--- config.mk ---
export PLATFORM = sky130hd
export DESIGN_NAME = shift_reg_sipo
export DESIGN_NICKNAME = d
export VERILOG_FILES = /design/src/rtl/sipo_pkg.sv /design/src/rtl/shift_reg_sipo.sv
export SDC_FILE = /design/constraint.sdc
export NUM_CORES = 1
export LEC_CHECK = 0
export ABC_AREA = 1
export CAP_MARGIN = 15
export CORE_MARGIN = 4
export CORE_UTILIZATION = 35
export DETAILED_ROUTE_END_ITERATION = 10
export GPL_TIMING_DRIVEN = 0
export MAX_ROUTING_LAYER = met4
export RECOVER_POWER = 100
export SKIP_LAST_GASP = 1
export SYNTH_ARGS = -nofsm -noshare
export SYNTH_HDL_FRONTEND = slang
export SYNTH_SLANG_ARGS = --single-unit
--- constraint.sdc ---
create_clock -name clk -period 2.4 [get_ports clk]
set_clock_uncertainty 0.2 [all_clocks]
set_input_delay 0.72 -clock clk [delete_from_list [all_inputs] [get_ports clk]]
set_output_delay 0.72 -clock clk [all_outputs]
set_load 0.005 [all_outputs]
--- src/rtl/sipo_pkg.sv ---
`default_nettype none
// ---------------------------------------------------------------------------
// Module      : sipo_pkg
// Description : Shared types for the serial-in, parallel-out deserializer.
// Revision    : 1.0 - initial release
// ---------------------------------------------------------------------------
package sipo_pkg;

  // Word-framing FSM: hunting for a sync-marked MSB, or collecting bits.
  typedef enum logic [0:0] {
    HUNT  = 1'b0,
    SHIFT = 1'b1
  } sipo_state_t;

endpackage : sipo_pkg
`default_nettype wire

--- src/rtl/shift_reg_sipo.sv ---
`default_nettype none
// ---------------------------------------------------------------------------
// Module      : shift_reg_sipo
// Description : MSB-first serial-to-parallel deserializer. A sync-qualified
//               strobe starts a word; W strobed bits complete it. Completed
//               words are presented through a valid/ready output register,
//               with sticky overrun and framing error flags.
// Revision    : 1.0 - initial release
// ---------------------------------------------------------------------------
module shift_reg_sipo
  import sipo_pkg::*;
#(
  parameter int W = 4
) (
  input  logic         clk,
  input  logic         reset_n,
  input  logic         sdi,
  input  logic         sdi_valid,
  input  logic         sync,
  output logic [W-1:0] out_data,
  output logic         out_valid,
  input  logic         out_ready,
  output logic         overrun,
  output logic         frame_err,
  input  logic         clr_err
);

  localparam int            CW     = (W > 2) ? $clog2(W) : 1;
  localparam logic [CW-1:0] C_LAST = CW'(W - 1);
  localparam logic [CW-1:0] C_ONE  = CW'(1);

  // The partial word only needs W-1 bits: the W-th bit is taken straight
  // from sdi on the completing edge.
  sipo_state_t   state_q, state_d;
  logic [W-2:0]  sr_q, sr_d;
  logic [CW-1:0] cnt_q, cnt_d;
  logic [W-1:0]  data_q, data_d;
  logic          valid_q, valid_d;
  logic          ovr_q, ovr_d;
  logic          ferr_q, ferr_d;

  logic          w_word_done;
  logic          w_frame_set;
  logic          w_ovr_set;
  logic [W-1:0]  w_word;

  assign w_word = {sr_q, sdi};

  // Framing FSM: next state, shift register and bit counter.
  always_comb begin
    state_d     = state_q;
    sr_d        = sr_q;
    cnt_d       = cnt_q;
    w_word_done = 1'b0;
    w_frame_set = 1'b0;
    unique case (state_q)
      HUNT: begin
        if (sdi_valid && sync) begin
          sr_d    = (W-1)'(sdi);
          cnt_d   = C_ONE;
          state_d = SHIFT;
        end
      end
      SHIFT: begin
        if (sdi_valid) begin
          if (sync) begin
            // Restart: current bit becomes the MSB of a fresh word.
            w_frame_set = 1'b1;
            sr_d        = (W-1)'(sdi);
            cnt_d       = C_ONE;
          end else if (cnt_q == C_LAST) begin
            w_word_done = 1'b1;
            sr_d        = '0;
            cnt_d       = '0;
            state_d     = HUNT;
          end else begin
            sr_d  = (W-1)'({sr_q, sdi});
            cnt_d = cnt_q + C_ONE;
          end
        end
      end
      default: begin
        state_d = HUNT;
        sr_d    = '0;
        cnt_d   = '0;
      end
    endcase
  end

  // Output register handshake and sticky error flags.
  always_comb begin
    data_d    = data_q;
    valid_d   = valid_q;
    w_ovr_set = 1'b0;
    if (w_word_done) begin
      if (!valid_q || out_ready) begin
        data_d  = w_word;
        valid_d = 1'b1;
      end else begin
        w_ovr_set = 1'b1;
      end
    end else if (valid_q && out_ready) begin
      valid_d = 1'b0;
    end
    ovr_d  = (ovr_q  && !clr_err) || w_ovr_set;
    ferr_d = (ferr_q && !clr_err) || w_frame_set;
  end

  // State registers with asynchronous active-low reset.
  always_ff @(posedge clk or negedge reset_n) begin
    if (!reset_n) begin
      state_q <= HUNT;
      sr_q    <= '0;
      cnt_q   <= '0;
      data_q  <= '0;
      valid_q <= 1'b0;
      ovr_q   <= 1'b0;
      ferr_q  <= 1'b0;
    end else begin
      state_q <= state_d;
      sr_q    <= sr_d;
      cnt_q   <= cnt_d;
      data_q  <= data_d;
      valid_q <= valid_d;
      ovr_q   <= ovr_d;
      ferr_q  <= ferr_d;
    end
  end

  assign out_data  = data_q;
  assign out_valid = valid_q;
  assign overrun   = ovr_q;
  assign frame_err = ferr_q;

endmodule : shift_reg_sipo
`default_nettype wire

==> summary.txt <==
Pwr
  • P_leak: slightly below 0.4 nW
  • Power per cell area: 815 nW/µm²
  • Peak VDD IR: around 0.35 mV
  • Tot Pwr: approximately 590 µW

Timing
  • Fmax: 465 MHz
  • Min Tclk post-route: 2.15 ns
  • Endpoints failing hold: 0
  • Crit share post-route: between 80% and 90%
  • WHS: 0.263 ns
  • Setup TNS: 0 ns
  • Final Setup Violations: 0
  • Worst Tran Pin Value: between 0.5 and 0.6 ns
  • Final Max Slew Viols: 0
  • Slew headroom: 61.3%
  • RSZ-0062 raised after global routing: no

Clocking
  • Root buffer cell: clkbuf_4
  • Clock slew at reported path FFs: 0.08 ns
  • CTS tree: done
  • Num CTS Buffers: 3
  • Worst skew pair latency: 0.28 ns
  • CTS H-Tree Depth: 1
  • Clock Path Buffers: 2
  • Post-CTS Hold Buffers: 0
  • Post-CTS sizing: 0
  • Number of setup buffers added after CTS: 0
  • Clk sink count: 13

Floorplan
  • Initial Util: 37.2%
  • FP Rows: 14
  • Die H: between 40 and 50 µm
  • # IOs: 14
  • Die Footprint: 2330 µm²
  • Core footprint: 1520 µm²
  • Die X: a little under 50 µm

Finish
  • Antenna diode count: 0
  • Nets: 91
  • Final non-filler cell total: 98
  • Area Overhead vs Synth: 28.5%
  • Fillers: between 150 and 200
  • Share of layout cells above drive strength 1: a little over 6%
  • Finished Cell Area: 728 µm²

Job
  • Number of max-cap violations: 0

Logic synthesis
  • Netlist cell types: 15
  • Post-Syn Area per Cell: 8.72 µm²
  • Post-synthesis cell area: 567 µm²
  • Sequential share of the synthesized area: 57.4%
  • Synthesized Nets: 73
  • Register bit count reported by yosys: 13
  • Synth warnings: 0
  • Mapped Cells: 65

Route
  • DRT antenna net count: 0
  • Via count: about 460
  • DRC errors left: 0
  • Wire length per cell: 10.8 µm
  • Starting DRT DRC Count: 3
  • Via-per-instance ratio: 4.64
  • DR pass1 iterations: 3
  • Aggregate routed wire length: 1060 µm

Placement
  • GPL Wtd Cong: 0.817
  • DP Wirelength: about 800 µm
  • Inst Count DP: 94
  • Port bufs: 13
  • Dpl cell area: approximately 720 µm²

Global route
  • Pin count of the biggest net entering global routing: 14
  • First-pass GRT wire length: 1840 µm
  • GR Overflow Total: 0
  • Vias in the first global route: 424
  • Gr usage total: between 10% and 20%
  • Initial antenna violation count: 0

Setup path
  • Setup CP Type: reg2out
  • Crit path max-delay family: buffers and inverters
  • CP Data Arrival Time: 1.23 ns
  • CP max FO: 2
  • Max stage delay on crit path: 0.58 ns
  • Crit path launch type: flip-flop
  • Crit path max-delay cell type: dlygate4sd3_1
  • Critical path endpoint category: primary output
  • Buf/Inv on CP: 1
  • Crit-path cells: dlygate4sd3_1
  • Crit path required time: 1.48 ns

Min path
  • Hold crit path type: reg2reg

Outcome
  • Outcome: completed
cell type report:
type                       count  area [µm²]  share of cell area (%)
timing repair buffer          13         130                    17.9
multi-input combinational     45         199                    27.3
inverter                       7        27.5                    3.78
tap                           16        20.0                    2.75
clock buffer                   4        26.3                    3.61
sequential                    13         325                    44.7
kinds of logic (layout without fill, tap and decap cells):
logic type,count (synthesis),count (layout),synth area share (%)
and+or+nand+nor,41,41,32.9
buffers and inverters,7,24,4.86
adders and majority gates,1,1,2.21
DFF,13,13,57.4
AOI/OAI and AO/OA,3,3,2.65
per-layer routing:
layer | up-vias | GRT usage, % | routed length (µm)
met1 | 197 | 14.1 | 483
li1 | 244 | - | -
met5 | - | - | 0
met3 | 4 | 6.64 | 69
met2 | 10 | 18.0 | 487
met4 | 0 | 8.06 | 22
path summary, 6_finish.rpt:
path / startpoint / endpoint / slack (ns) / depth (start not counted)
worst max-delay path: frame_err / frame_err / 0.25 / 1
worst min-delay path: out_data[0] / out_data[0] / 0.26 / 2
worst max register to register: cnt_q[0] / out_data[2] / 0.98 / 5
worst min register to register: out_data[0] / out_data[0] / 0.26 / 2
max in group asynchronous: reset_n / out_data[1] / 0.94 / 1
min in group asynchronous: reset_n / state_q / 0.67 / 1
cells in the mapped netlist, drive strengths merged:
cell type,count,area share (%)
a21oi,1,0.88
o21ai,2,1.8
nand2,28,19
clkinv,1,0.88
nand4,2,2.2
ha,1,2.2
dfrtp,13,57
nor2,3,3.8
inv,6,4.0
nand3,8,7.9
report_power, final:
group / internal, mW / switching (mW) / leakage, nW / total [mW]
Combinational: 0.0804 / 0.0793 / 0.213 / 0.160
Sequential: 0.272 / 0.0281 / 0.166 / 0.300
Clock: 0.0645 / 0.0688 / 0.0150 / 0.133
cell usage in the layout (no fill, tap or decap), types with 2 or more instances in the layout:
cell,synthesis,layout
inv_1,6,6
nand4_1,2,2
clkdlybuf4s50_1,0,3
dlygate4sd3_1,0,10
nor2_1,1,2
clkbuf_4,0,3
nand3_1,7,8
nand2_1,27,28
dfrtp_1,13,13
metrics by stage:
| step | utilization (%) | worst slack, ns |
|---|---|---|
| after floorplan | - | 0.980 |
| after global placement | 47.0 | 0.409 |
| after detailed placement | 47.0 | 0.401 |
| after CTS | 48.8 | 0.330 |
| after global routing | 47.8 | 0.178 |
| final | 47.8 | 0.248 |
state kept, by name, summed over array words and instances (netlist names):
| signal | flops |
|---|---|
| overrun | 1 |
| sr_q | 3 |
| frame_err | 1 |
| cnt_q | 2 |
| out_data | 4 |
| state_q | 1 |
| out_valid | 1 |
(Power assumes the default switching activity.)
